## src/rtl/reg_word.sv

```systemverilog
// Single storage word for reg_fifo: a plain register with a load enable.
// When load is low the word keeps its value; no clock gating, no reset.
module reg_word #(
    parameter int WIDTH = 16
) (
    input  logic             clk,
    input  logic             load,
    input  logic [WIDTH-1:0] d,
    output logic [WIDTH-1:0] q
);

    always_ff @(posedge clk) begin
        if (load) begin
            q <= d;
        end
    end

endmodule

```

## src/rtl/reg_fifo.sv

```systemverilog
// Register-based show-ahead FIFO built from DEPTH reg_word instances.
// Rejected pushes and pops raise a sticky err flag that only reset clears.
module reg_fifo #(
    parameter int WIDTH = 16,
    parameter int DEPTH = 4
) (
    input  logic                       clk,
    input  logic                       reset,
    input  logic [WIDTH-1:0]           in,
    input  logic                       push,
    input  logic                       pop,
    output logic [WIDTH-1:0]           out,
    output logic                       empty,
    output logic                       full,
    output logic [$clog2(DEPTH+1)-1:0] count,
    output logic                       err
);

    localparam int PTR_W = $clog2(DEPTH);
    localparam int CNT_W = $clog2(DEPTH+1);

    logic [PTR_W-1:0] wr_ptr;
    logic [PTR_W-1:0] rd_ptr;
    logic [WIDTH-1:0] words [DEPTH];
    logic             push_ok;
    logic             pop_ok;

    assign empty   = (count == '0);
    assign full    = (count == CNT_W'(DEPTH));
    // Popping a full FIFO frees the slot the new word lands in.
    assign push_ok = push & (~full | pop);
    assign pop_ok  = pop & ~empty;
    assign out     = empty ? '0 : words[rd_ptr];

    for (genvar i = 0; i < DEPTH; i++) begin : g_word
        reg_word #(.WIDTH(WIDTH)) u_word (
            .clk  (clk),
            .load (push_ok && (wr_ptr == PTR_W'(i))),
            .d    (in),
            .q    (words[i])
        );
    end

    // Pointers wrap naturally because DEPTH is a power of two.
    always_ff @(posedge clk) begin
        if (reset) begin
            wr_ptr <= '0;
            rd_ptr <= '0;
            count  <= '0;
            err    <= 1'b0;
        end else begin
            if (push_ok) begin
                wr_ptr <= wr_ptr + PTR_W'(1);
            end
            if (pop_ok) begin
                rd_ptr <= rd_ptr + PTR_W'(1);
            end
            if (push_ok && !pop_ok) begin
                count <= count + CNT_W'(1);
            end else if (pop_ok && !push_ok) begin
                count <= count - CNT_W'(1);
            end
            if ((push && !push_ok) || (pop && !pop_ok)) begin
                err <= 1'b1;
            end
        end
    end

endmodule
```

## config.mk

```make
export PLATFORM = sky130hd
export DESIGN_NAME = reg_fifo
export DESIGN_NICKNAME = d
export VERILOG_FILES = /design/src/rtl/reg_word.sv /design/src/rtl/reg_fifo.sv
export SDC_FILE = /design/constraint.sdc
export NUM_CORES = 1
export LEC_CHECK = 0
export CORE_UTILIZATION = 38
export CTS_BUF_LIST = sky130_fd_sc_hd__clkbuf_8 sky130_fd_sc_hd__clkbuf_16
export CTS_CLUSTER_SIZE = 30
export DETAILED_ROUTE_END_ITERATION = 7
export HOLD_SLACK_MARGIN = 0.12
export PLACE_DENSITY_LB_ADDON = 0.25
export SETUP_SLACK_MARGIN = 0.1
export SYNTH_ARGS = -nofsm -noshare
export SYNTH_HDL_FRONTEND = slang
export SYNTH_SLANG_ARGS = --single-unit
```

## constraint.sdc

```tcl
create_clock -name clk -period 3.15 [get_ports clk]
set_clock_uncertainty 0.2 [all_clocks]
set_input_delay 0.4725 -clock clk [delete_from_list [all_inputs] [get_ports clk]]
set_output_delay 0.4725 -clock clk [all_outputs]
set_load 0.02 [all_outputs]
```

==> metrics.txt <==
top cells by area, synth=edfxtp_1 (64%), mux4_1 (7.0%), mux4_2 (6.0%), dfxtp_1 (5.3%), nor2b_4 (3.7%); H-tree levels=3; vias per inst=4.86; Max-Cap Viols=0; commonest non-fill, non-tap cell in the layout=edfxtp_1; Final HPWL DP=3400 microns; final hold vios=0; post-synth net total=178; Cell Chain, Critical Path=buf_4, mux4_1, nor2b_1, clkdlybuf4s50_1; DRC viols=0; diode count=0; CP required=2.48 ns; nets@finish=233; r2r startpoint=count[0]$_SDFFE_PP0P_; Post-Layout Inst Area=3760 sq um; hold_sp=wr_ptr[1]$_SDFFE_PP0P_; DRT Wirelength=5220 microns; first-pass GRT wire length=8420 microns; largest net degree at the start of global routing=20; DR WL/cell=16.6 microns; max_slew headroom=0.725; crit-path max cell delay=0.56 ns; Global Route Usage Sum=0.141; hold worst-path end=wr_ptr[1]$_SDFFE_PP0P_; startpoint types=flip-flop; power density cells=851 nW/um^2; Die ar.=8270 sq um; clock root cell=clkbuf_8; Comb pwr share=0.407; Floorplan Core Area=7690 sq um; Buffers on Ports=41; GRT overflow=0; CTS sink cnt=72; GP Congestion=0.672; run status=completed; WS Path Type=reg2out; R2R Path End=count[2]$_SDFFE_PP0P_; DRT Pass-1 Iters=4; Yosys warnings=0; DP Area=3570 sq um; Reg2Reg Depth=7; Synth Instances=152; CP max stage cell=mux4_1; CTS clk-pin slew, worst paths=0.07 ns; layout cells sized above 1=0.208; reg2reg setup slack=0.70 ns; # setup viols final=0; Crit path arrival time=2.19 ns; switch share=0.325; synthesized cell area=3000 sq um; Die X=90.9 microns; NetSw=1040 uW; CP delay by family, top=buffers and inverters; fin crit period=2.86 ns; Starting Density=0.391; number of global-route vias before repair=1578; Synth-to-Final Area Change=25.2%; CP max FO=11; worst-case clock buffer depth=2; clock latency on the worst-skew pair=0.33 ns; Worst Path Buf+Inv=2; RSZ-0062 raised after global routing=false; Worst VDD drop=0.000334 V; DR iter-0 viols=81; CTS tree=yes; Ports=42; largest area contributor in the netlist=edfxtp_1; Pleak=0.00129 uW; flops & latches, synth=72; worst slew pin tran=0.413 ns; max frequency=349 MHz; post_cts resized=0; Synth top area share=0.640; HP Class=reg2reg; chip height=90.9 microns; CTS Buf Count=9; Final ANT Viol Nets=0; Final TNS setup=0 ns; Mapped Avg Cell Area=19.8 sq um; Crit. End Element=output port; P_int=2160 uW; clock share of power=0.215; fin crit share=0.909; hold depth=2; Max Transition Viols Final=0; Post CTS Setup Buffer Count=0; Sequential Power Share=0.378; total number of vias=1526; CTS Hold Buffers Added=0; antenna violations before repair=0; Cell Rows=32; most frequent cells in the layout=edfxtp_1 (64), clkdlybuf4s50_1 (41), clkbuf_8 (9), buf_4 (9); post-synthesis sequential area ratio=0.693; Yosys cell types=28
## cells by family (layout without fill, tap and decap cells)
family,Yosys count,after routing,share of synthesized area
AND/OR/NAND/NOR,33,33,0.0887
XOR/XNOR,3,3,0.00875
multiplexers,19,19,0.140
adder cells (fa/ha/maj),6,6,0.0275
flip-flops,72,72,0.693
AO/OA/AOI/OAI,8,8,0.0162
buffers and inverters,11,71,0.0254
## worst min-delay path, cell delays in order, from the launching register on
cell      delay, ns
dfxtp_1        0.34
nand2b_1       0.08
mux2i_1        0.07
## cells in the mapped netlist
master / count
a21boi_2: 1
a21oi_1: 4
and2_1: 4
buf_12: 1
buf_2: 3
buf_6: 2
clkbuf_1: 1
dfxtp_1: 8
edfxtp_1: 64
fa_1: 1
ha_1: 5
inv_1: 4
mux2_2: 1
mux2i_1: 2
mux4_1: 8
mux4_2: 8
nand2_1: 1
nand2b_1: 2
nand3_1: 1
nor2_1: 5
nor2b_1: 8
nor2b_4: 8
nor3_2: 1
nor3b_4: 1
o21ai_0: 2
o31ai_1: 1
or3_1: 2
xor2_1: 3
## per-stage QoR
| stage | power (uW) | instances | util | hold slack [ns] | worst slack (ns) |
|---|---|---|---|---|---|
| 2_1_floorplan | 2070 | 152 | - | 0.282 | 0.699 |
| 3_3_place_gp | 2520 | 298 | 0.465 | 0.293 | 0.485 |
| 3_5_place_dp | 2560 | 298 | 0.465 | 0.342 | 0.323 |
| 4_1_cts | 3250 | 314 | 0.489 | 0.354 | 0.253 |
| 5_1_grt | 3370 | 314 | 0.489 | 0.399 | 0.189 |
| 6_report | 3200 | 314 | 0.489 | 0.347 | 0.286 |
## worst max path at each step
stage	startpoint	end	slack (ns)	depth (start not counted)
floorplan	count[0]$_SDFFE_PP0P_	count[2]$_SDFFE_PP0P_	0.70	8
global placement	pop	count[2]$_SDFFE_PP0P_	0.48	9
detailed placement	pop	count[2]$_SDFFE_PP0P_	0.32	9
CTS	rd_ptr[0]$_SDFFE_PP0P_	out[6]	0.25	4
global route	rd_ptr[0]$_SDFFE_PP0P_	out[6]	0.19	4
finish	rd_ptr[0]$_SDFFE_PP0P_	out[4]	0.29	4
## cell type report
cell class | instances | area (sq um)
fill | 665 | 3930
sequential | 72 | 2080
multi-input combinational | 69 | 852
timing repair buffer | 51 | 498
tap | 102 | 128
clock buffer | 9 | 124
clock inverter | 7 | 63.8
inverter | 4 | 15.0
## power groups by stage
| stage | Clock (uW) | Sequential, uW | Combinational [uW] |
|---|---|---|---|
| floorplan | 0 | 1240 | 829 |
| global placement | 0 | 1230 | 1300 |
| detailed placement | 0 | 1230 | 1330 |
| CTS | 710 | 1210 | 1330 |
| global route | 758 | 1220 | 1390 |
| finish | 687 | 1210 | 1300 |
## layer usage
metal | wire [microns] | global-route usage | vias to the layer above
met3 | 194 | 0.0497 | 9
met1 | 2250 | 0.172 | 775
met5 | 0 | 0 | -
met4 | 94 | 0.0595 | 0
met2 | 2680 | 0.227 | 38
li1 | - | - | 704
## registers in the layout, summed over array words and instances, names as in the netlist
name / flops
rd_ptr: 2
count: 3
g_word.u_word.q: 64
err: 1
wr_ptr: 2
(Power assumes the default switching activity.)
